$ cat config.mk
export PLATFORM = sky130hd
export DESIGN_NAME = aes_load_arbiter
export DESIGN_NICKNAME = d
export VERILOG_FILES = /design/src/rtl/aes_pkg.sv /design/src/rtl/word_shift_reg_128.sv /design/src/rtl/aes_load_arbiter.sv
export SDC_FILE = /design/constraint.sdc
export NUM_CORES = 1
export LEC_CHECK = 0
export CORE_AREA = 4 4 103 145
export DETAILED_ROUTE_END_ITERATION = 8
export DIE_AREA = 0 0 107 149
export HOLD_SLACK_MARGIN = 0.03
export PLACE_DENSITY = 0.9
export SYNTH_ARGS = -nofsm -noshare
export SYNTH_HDL_FRONTEND = slang
export SYNTH_SLANG_ARGS = --single-unit
$ cat constraint.sdc
create_clock -name clk -period 5.6 [get_ports clk]
set_input_delay 1.12 -clock clk [delete_from_list [all_inputs] [get_ports clk]]
set_output_delay 1.12 -clock clk [all_outputs]
set_load 0.03 [all_outputs]
$ cat src/rtl/aes_pkg.sv
// Shared types and defaults for the AES block loader: FSM states, source
// (grant) encoding and default word/block geometry.
package aes_pkg;

  localparam int WORD_W_DEF  = 32;
  localparam int N_WORDS_DEF = 4;

  typedef enum logic [1:0] {
    IDLE = 2'd0,
    LOAD = 2'd1,
    HOLD = 2'd2
  } state_e;

  typedef enum logic {
    SRC_KEY  = 1'b0,
    SRC_DATA = 1'b1
  } src_e;

endpackage

$ cat src/rtl/word_shift_reg_128.sv
// Word-to-block shift register: each enabled cycle shifts one word in at the
// bottom, so the first word loaded ends up in the most significant slot.
module word_shift_reg_128
  import aes_pkg::*;
#(
  parameter int  WORD_W  = WORD_W_DEF,
  parameter int  N_WORDS = N_WORDS_DEF,
  localparam int BLK_W   = WORD_W * N_WORDS
) (
  input  logic              clk,
  input  logic              rst,
  input  logic              shift_en_i,
  input  logic [WORD_W-1:0] word_i,
  output logic [BLK_W-1:0]  blk_o
);

  logic [BLK_W-1:0] blk_q;
  logic [BLK_W-1:0] blk_d;

  always_comb begin
    if (shift_en_i) begin
      blk_d = {blk_q[BLK_W-WORD_W-1:0], word_i};
    end else begin
      blk_d = blk_q;
    end
  end

  always_ff @(posedge clk or posedge rst) begin
    if (rst) begin
      blk_q <= '0;
    end else begin
      blk_q <= blk_d;
    end
  end

  assign blk_o = blk_q;

endmodule

$ cat src/rtl/aes_load_arbiter.sv
// Round-robin loader: collects N_WORDS words from either the key or the data
// port into one block, never interleaving the two sources within a block.
module aes_load_arbiter
  import aes_pkg::*;
#(
  parameter int  WORD_W  = WORD_W_DEF,
  parameter int  N_WORDS = N_WORDS_DEF,
  localparam int BLK_W   = WORD_W * N_WORDS,
  localparam int CNT_W   = $clog2(N_WORDS + 1)
) (
  input  logic              clk,
  input  logic              rst,
  input  logic              key_valid,
  input  logic [WORD_W-1:0] key_word,
  output logic              key_ready,
  input  logic              data_valid,
  input  logic [WORD_W-1:0] data_word,
  output logic              data_ready,
  output logic              blk_valid,
  input  logic              blk_ready,
  output logic [BLK_W-1:0]  blk_data,
  output logic              blk_is_key,
  output logic              busy
);

  localparam logic [CNT_W-1:0] CNT_LAST = CNT_W'(N_WORDS - 1);
  localparam logic [CNT_W-1:0] CNT_FULL = CNT_W'(N_WORDS);

  state_e            state_q;
  src_e              grant_q;
  src_e              last_q;
  logic [CNT_W-1:0]  cnt_q;
  logic              blk_valid_q;
  logic              blk_is_key_q;
  logic              busy_q;

  src_e              win_s;
  src_e              src_s;
  logic              key_rdy_s;
  logic              data_rdy_s;
  logic              accept_s;
  logic [WORD_W-1:0] word_s;

  // Arbitration: a tie in IDLE goes to the port that lost the previous block.
  always_comb begin
    win_s      = SRC_KEY;
    key_rdy_s  = 1'b0;
    data_rdy_s = 1'b0;
    case (state_q)
      IDLE: begin
        if (key_valid && data_valid) begin
          win_s = (last_q == SRC_DATA) ? SRC_KEY : SRC_DATA;
        end else if (data_valid) begin
          win_s = SRC_DATA;
        end else begin
          win_s = SRC_KEY;
        end
        key_rdy_s  = key_valid && (win_s == SRC_KEY);
        data_rdy_s = data_valid && (win_s == SRC_DATA);
      end
      LOAD: begin
        key_rdy_s  = (grant_q == SRC_KEY);
        data_rdy_s = (grant_q == SRC_DATA);
      end
      HOLD: begin
        key_rdy_s  = 1'b0;
        data_rdy_s = 1'b0;
      end
      default: begin
        key_rdy_s  = 1'b0;
        data_rdy_s = 1'b0;
      end
    endcase
    src_s    = (state_q == IDLE) ? win_s : grant_q;
    accept_s = (key_rdy_s && key_valid) || (data_rdy_s && data_valid);
    word_s   = (src_s == SRC_KEY) ? key_word : data_word;
  end

  always_ff @(posedge clk or posedge rst) begin
    if (rst) begin
      state_q      <= IDLE;
      grant_q      <= SRC_KEY;
      last_q       <= SRC_DATA;
      cnt_q        <= '0;
      blk_valid_q  <= 1'b0;
      blk_is_key_q <= 1'b0;
      busy_q       <= 1'b0;
    end else begin
      case (state_q)
        IDLE: begin
          if (accept_s) begin
            grant_q <= src_s;
            cnt_q   <= CNT_W'(1);
            busy_q  <= 1'b1;
            state_q <= LOAD;
          end
        end
        LOAD: begin
          if (accept_s) begin
            if (cnt_q == CNT_LAST) begin
              cnt_q        <= CNT_FULL;
              blk_valid_q  <= 1'b1;
              blk_is_key_q <= (grant_q == SRC_KEY);
              state_q      <= HOLD;
            end else begin
              cnt_q <= cnt_q + CNT_W'(1);
            end
          end
        end
        HOLD: begin
          if (blk_valid_q && blk_ready) begin
            cnt_q       <= '0;
            blk_valid_q <= 1'b0;
            busy_q      <= 1'b0;
            last_q      <= grant_q;
            state_q     <= IDLE;
          end
        end
        default: begin
          cnt_q       <= '0;
          blk_valid_q <= 1'b0;
          busy_q      <= 1'b0;
          state_q     <= IDLE;
        end
      endcase
    end
  end

  word_shift_reg_128 #(
    .WORD_W  (WORD_W),
    .N_WORDS (N_WORDS)
  ) u_blk_reg (
    .clk        (clk),
    .rst        (rst),
    .shift_en_i (accept_s),
    .word_i     (word_s),
    .blk_o      (blk_data)
  );

  // Readies are combinational, so they must be masked while reset is held.
  assign key_ready  = key_rdy_s && !rst;
  assign data_ready = data_rdy_s && !rst;
  assign blk_valid  = blk_valid_q;
  assign blk_is_key = blk_is_key_q;
  assign busy       = busy_q;

endmodule

## Word level (Yosys, flattened, before mapping)

Index checks and enable logic that the tools add are counted.

- Bits in registers: 138
- Bits of input ports: 69
- Word-level logic and storage cells: 62

- $add $sub $neg: 1
- Reductions and logical operators: 18
- Eq/ne operators: 7
- Bitwise logic cells: 4
- Multiplexer cells: 24

Operator list:

| operator | number |
|---|---|
| $mux W32 | 1 |
| $mux W3 | 4 |
| $mux W1 | 9 |
| $pmux W3 S3 | 1 |
| $reduce_and A3 Y1 | 3 |
| $logic_and A1 B1 Y1 | 8 |
| $mux W2 | 4 |
| $ne A2 B2 Y1 const B | 4 |
| $reduce_and A4 Y1 | 2 |
| $pmux W1 S3 | 2 |
| $pmux W2 S3 | 1 |
| $not A1 Y1 | 4 |
| $pmux W1 S2 | 2 |
| $reduce_and A2 Y1 | 2 |
| $add A3 B1 Y3 const B | 1 |
| $eq A3 B2 Y1 const B | 1 |
| $eq A2 B1 Y1 const B | 1 |
| $eq A2 B2 Y1 const B | 1 |
| $logic_not A2 Y1 | 1 |
| $logic_not A1 Y1 | 1 |
| $logic_or A1 B1 Y1 | 1 |

## Depth between registers and ports, before layout

- Depth in word-level cells: 10
- Gate-level depth with buffers: 8

## Modules after synthesis

Synthesis repeated with hierarchy kept, for this count alone.

- Cell total of the unflattened synthesis: 361
- Area, all modules: 5,979.5 µm²

Modules (own cells, without submodules):

| module | cells each | area an instance (µm²) | instances | sequential area each (µm²) |
|---|---|---|---|---|
| word_shift_reg_128 | 271 | 4,825.9 | 1 | 3,203.1 |
| aes_load_arbiter | 90 | 1,153.6 | 1 | 251.5 |

## Least setup slack after synthesis

OpenSTA, ideal clock, no wires.

- Kind: input port to output port
- From: input port data_valid
- To: output port key_ready
- Cell stages on the path: 4
- Setup slack: 2.343 ns
- Path buffers: 0
- Data arrival time: 2.137 ns
- Cell sequence: nand2b_1 nand2_1 mux2_2 nor3_1

- Cells in the longest elaborated chain, start to end: 7
- Elaborated cells on any way between the ends: 8
- Classes of those cells: mux (4); bitwise (1); reduce/logical (3)

Ends and longest elaborated chain:

| what | line | RTL |
|---|---|---|
| from (decl) | aes_load_arbiter.sv:16 | `input logic data_valid,` |
| $mux W1 / $logic_and A1 B1 Y1 (equally long branches) | aes_load_arbiter.sv:53, aes_load_arbiter.sv:51 |  |
| $mux W1 (*) | aes_load_arbiter.sv:51 | `if (key_valid && data_valid) begin` |
| $mux W1 (*) | aes_load_arbiter.sv:49 | `case (state_q)` |
| $not A1 Y1 (*) | aes_load_arbiter.sv:58 | `key_rdy_s = key_valid && (win_s == SRC_KEY);` |
| $logic_and A1 B1 Y1 (*) | aes_load_arbiter.sv:58 |  |
| $pmux W1 S2 (*) | aes_load_arbiter.sv:49 |  |
| $logic_and A1 B1 Y1 (*) | aes_load_arbiter.sv:141 | `assign key_ready = key_rdy_s && !rst;` |
| to (decl) | aes_load_arbiter.sv:15 | `output logic key_ready,` |

Mark *: on every way between the ends. The rest lies on a longest branch, timed or not. The select of a mux whose other input is x is not followed.

## Worst setup path in the final report

- From: input port data_valid
- To: output port data_ready

- Cells in the longest elaborated chain, start to end: 6
- Elaborated cells on any way between the ends: 7
- Classes of those cells: mux (4); reduce/logical (3)

Ends and longest elaborated chain:

| what | line | RTL |
|---|---|---|
| $mux W1 / $logic_and A1 B1 Y1 (equally long branches) | aes_load_arbiter.sv:53, aes_load_arbiter.sv:51 |  |
| $mux W1 | aes_load_arbiter.sv:51 |  |
| $mux W1 | aes_load_arbiter.sv:49 |  |
| $logic_and A1 B1 Y1 (*) | aes_load_arbiter.sv:59 | `data_rdy_s = data_valid && (win_s == SRC_DATA);` |
| $pmux W1 S2 (*) | aes_load_arbiter.sv:49 |  |
| $logic_and A1 B1 Y1 (*) | aes_load_arbiter.sv:142 | `assign data_ready = data_rdy_s && !rst;` |
| to (decl) | aes_load_arbiter.sv:18 | `output logic data_ready,` |

Marks and branches as above.

==> results.py <==
metrics = {
    "yosys": {
        "ys_warn_count": 0,
        "yosysTopAreaCell": "dfrtp_1",
        "ys_seq_elements": 138,
        "synth_top_area_share_pct": 55.6,
        "syn_avg_cell_area_um2": 9.10,
        "yosys-top-cells-area": "dfrtp_1, nand2_1, mux2i_1, nor2_1, a221oi_1",
        "netlist_area_um2": 6170,
        "synth_cell_type_count": 35,
        "syn-num-nets": 749,
        "seq_area_frac_synth_pct": 56.0,
        "syn_inst": 678,
    },
    "critical_path": {
        "worst_setup_path_start_kind": "input pin",
        "reg2reg_depth": 5,
        "rr_startpoint": "grant_q",
        "r2r-end": "u_blk_reg.blk_o[11]",
        "crit_arrival_ns": 3.14,
        "worstPathMaxFanout": 5,
        "crit_type": "in2out",
        "cp_data_required_time_ns": 4.48,
        "rrSetupSlack_ns": 2.58,
        "end_kind": "output pin",
    },
    "final_layout": {
        "n_antenna_cell": 0,
        "post-route-cell-area_um2": 8930,
        "utilization_pct": 65.4,
        "drive_gt1_share_pct": 6.64,
        "finish.net_count": 931,
        "syn2layout_area_growth_pct": 44.8,
        "final-instance-count-excl-fill": 1058,
    },
    "global_routing": {
        "use_met2_pct": 37.9,
        "grt-ovfl-total": 0,
        "grt_use_total_pct": 22.2,
        "antenna_found_initial": 0,
        "grt.busiest_layer": "met2",
        "grt_max_degree": 109,
        "met3_usage_pct": 3.81,
        "grt_pass1_wl_um": 27700,
        "grt_pass1_vias": 5394,
        "met1_usage_pct": 26.1,
    },
    "detailed_routing": {
        "viasPerCell": 5.09,
        "drt_wl_total_um": 17200,
        "final_antenna_net_count": 0,
        "via_count": 5381,
        "drc": 0,
        "dr.pass1.iters": 5,
        "wire_per_inst_um": 16.3,
        "drt_iter0_markers": 342,
    },
    "pwr": {
        "ir_drop_mv": 0.407,
        "p_leak_nw": 4.28,
        "power_density_nw_per_um2": 728,
    },
    "sta": {
        "fin_crit_sh_pct": 76.1,
        "slew_violations": 0,
        "rsz0062_at_grt": "false",
        "fmax_ghz": 0.235,
        "finalSetupTns_ns": 0,
        "final-hold-violation-count": 0,
        "clock-skew-final_ns": 0.0107,
        "min_period_ns": 4.26,
        "setup_viol": 0,
        "slew_headroom_pct": 24.7,
        "postLayoutSetupSlackWorst_ns": 1.34,
        "worst_slew_pin_slew_ns": 1.13,
    },
    "placement": {
        "post-place-ws_ns": 1.36,
        "io_buffers": 201,
        "dpl.hpwl_um": 12100,
        "dp_cells": 1026,
        "gp_congestion": 0.860,
        "place_area_um2": 8260,
    },
    "min_path": {
        "min_delay_path_depth": 2,
        "holdPathEnd": "u_blk_reg.blk_o[117]",
        "min_path_type": "reg2reg",
        "min_from": "u_blk_reg.blk_o[117]",
    },
    "clock_tree": {
        "post-cts-setup-buffers": 0,
        "cts_tree": "yes",
        "cts_root_buffer": "clkbuf_16",
        "cts_made_buffers": 17,
        "insertion_delay_ns": 0.41,
        "htreeDepth": 4,
        "hold_buffers": 0,
        "cts.sinks": 138,
        "cts.repair.resized": 0,
        "cts_buffer_depth": 2,
        "clkTransAtPathRegs_ns": 0.06,
    },
    "floorplanning": {
        "fp.dieW_um": 107,
        "die_area_um2": 15900,
        "die_h_um": 149,
        "fp.coreArea_um2": 13700,
        "initial_core_util_pct": 45.2,
        "row_count": 51,
        "io_pins": 202,
    },
    "status": {
        "status": "finished clean",
    },
    "run": {
        "maxCapViolCount": 0,
    },
}
[state kept, by name (all words and copies together), names as in the netlist]
signal,flops
blk_is_key,1
blk_valid,1
busy,1
cnt_q,3
grant_q,1
last_q,1
state_q,2
u_blk_reg.blk_o,128
[area by class of cell]
type	count	area, um^2
inverters	6	27.5
flip-flops and latches	138	3460
multi-input cells	489	2460
repair buffers	208	2080
fillers	1113	4720
clock inverters	10	185
clock buffers	22	494
well taps	185	231
[worst max-delay path by stage]
| stage | to | startpoint | slack (ns) | cells past startpoint |
|---|---|---|---|---|
| 5_1_grt | data_ready | data_valid | 1.23 | 5 |
| 3_3_place_gp | data_ready | data_valid | 1.42 | 5 |
| 2_1_floorplan | blk_is_key | rst | 0.79 | 1 |
| 4_1_cts | data_ready | data_valid | 1.34 | 5 |
| 6_report | data_ready | data_valid | 1.34 | 5 |
| 3_5_place_dp | data_ready | data_valid | 1.36 | 5 |
[cell usage after synthesis]
| cell type | instances |
|---|---|
| a211oi_1 | 1 |
| a21boi_0 | 1 |
| a21boi_1 | 2 |
| a21o_1 | 2 |
| a21oi_1 | 32 |
| a221o_1 | 1 |
| a221oi_1 | 21 |
| a221oi_2 | 10 |
| a31oi_1 | 1 |
| and2_1 | 1 |
| buf_2 | 29 |
| buf_4 | 9 |
| buf_6 | 3 |
| clkbuf_1 | 4 |
| dfrtp_1 | 137 |
| dfstp_2 | 1 |
| ha_1 | 2 |
| inv_1 | 6 |
| mux2_2 | 2 |
| mux2i_1 | 33 |
| nand2_1 | 293 |
| nand2b_1 | 3 |
| nand3_1 | 5 |
| nor2_1 | 63 |
| nor2_2 | 1 |
| nor2b_1 | 2 |
| nor3_1 | 2 |
| nor3_2 | 1 |
| nor4b_1 | 1 |
| o211a_1 | 1 |
| o21ai_0 | 4 |
| o21ai_1 | 1 |
| o221a_2 | 1 |
| o221ai_1 | 1 |
| o2bb2ai_1 | 1 |
[routing by layer]
metal / vias to the layer above / wire (um) / part of all wire, %
met5: - / 0 / 0
met4: 0 / 922 / 5.3
met3: 51 / 688 / 4.0
met2: 188 / 8900 / 52
met1: 2547 / 6730 / 39
li1: 2595 / - / -
[kinds of logic (layout without fill, tap and decap cells)]
| kind of cell | after synthesis | after routing | share of synthesized area (%) |
|---|---|---|---|
| and+or+nand+nor | 372 | 372 | 23.2 |
| DFF | 138 | 138 | 56.0 |
| AOI/OAI and AO/OA | 80 | 80 | 10.0 |
| buffers and inverters | 51 | 246 | 4.60 |
| muxes | 35 | 35 | 5.72 |
| adders and majority gates | 2 | 2 | 0.406 |
[cell usage in the layout (no fill, tap or decap), types with 2 or more instances in the layout]
cell type / netlist / layout
nand2_1: 293 / 293
clkdlybuf4s50_1: 0 / 201
dfrtp_1: 137 / 136
nor2_1: 63 / 63
mux2i_1: 33 / 33
a21oi_1: 32 / 32
a221oi_1: 21 / 21
clkbuf_16: 0 / 17
a221oi_2: 10 / 10
buf_4: 9 / 6
inv_1: 6 / 5
nand3_1: 5 / 5
clkbuf_8: 0 / 5
bufinv_16: 0 / 5
o21ai_0: 4 / 4
nand2b_1: 3 / 3
a21boi_1: 2 / 2
nor2b_1: 2 / 2
inv_6: 0 / 2
nor3_1: 2 / 2
mux2_2: 2 / 2
a21o_1: 2 / 2
ha_1: 2 / 2
clkinv_2: 0 / 2
[worst max-delay path, cell delays in order]
cell,delay [ns]
clkdlybuf4s50_1,0.61
a21boi_1,0.40
mux2i_1,0.12
nor3_1,0.18
clkdlybuf4s50_1,0.70
[power by group]
group / switching (W) / total (W) / internal [W]
clock network: 0.000405 / 0.00126 / 0.000851
registers: 0.000465 / 0.00196 / 0.00150
logic: 0.00199 / 0.00329 / 0.00129
total: 0.00287 / 0.00651 / 0.00364
[metrics by stage]
step,power [W],hold slack [ns]
2_1_floorplan,0.00390,0.450
3_3_place_gp,0.00516,0.457
3_5_place_dp,0.00525,0.462
4_1_cts,0.00656,0.477
5_1_grt,0.00689,0.492
6_report,0.00651,0.471
No activity file was read; power rests on OpenSTA's default activity.
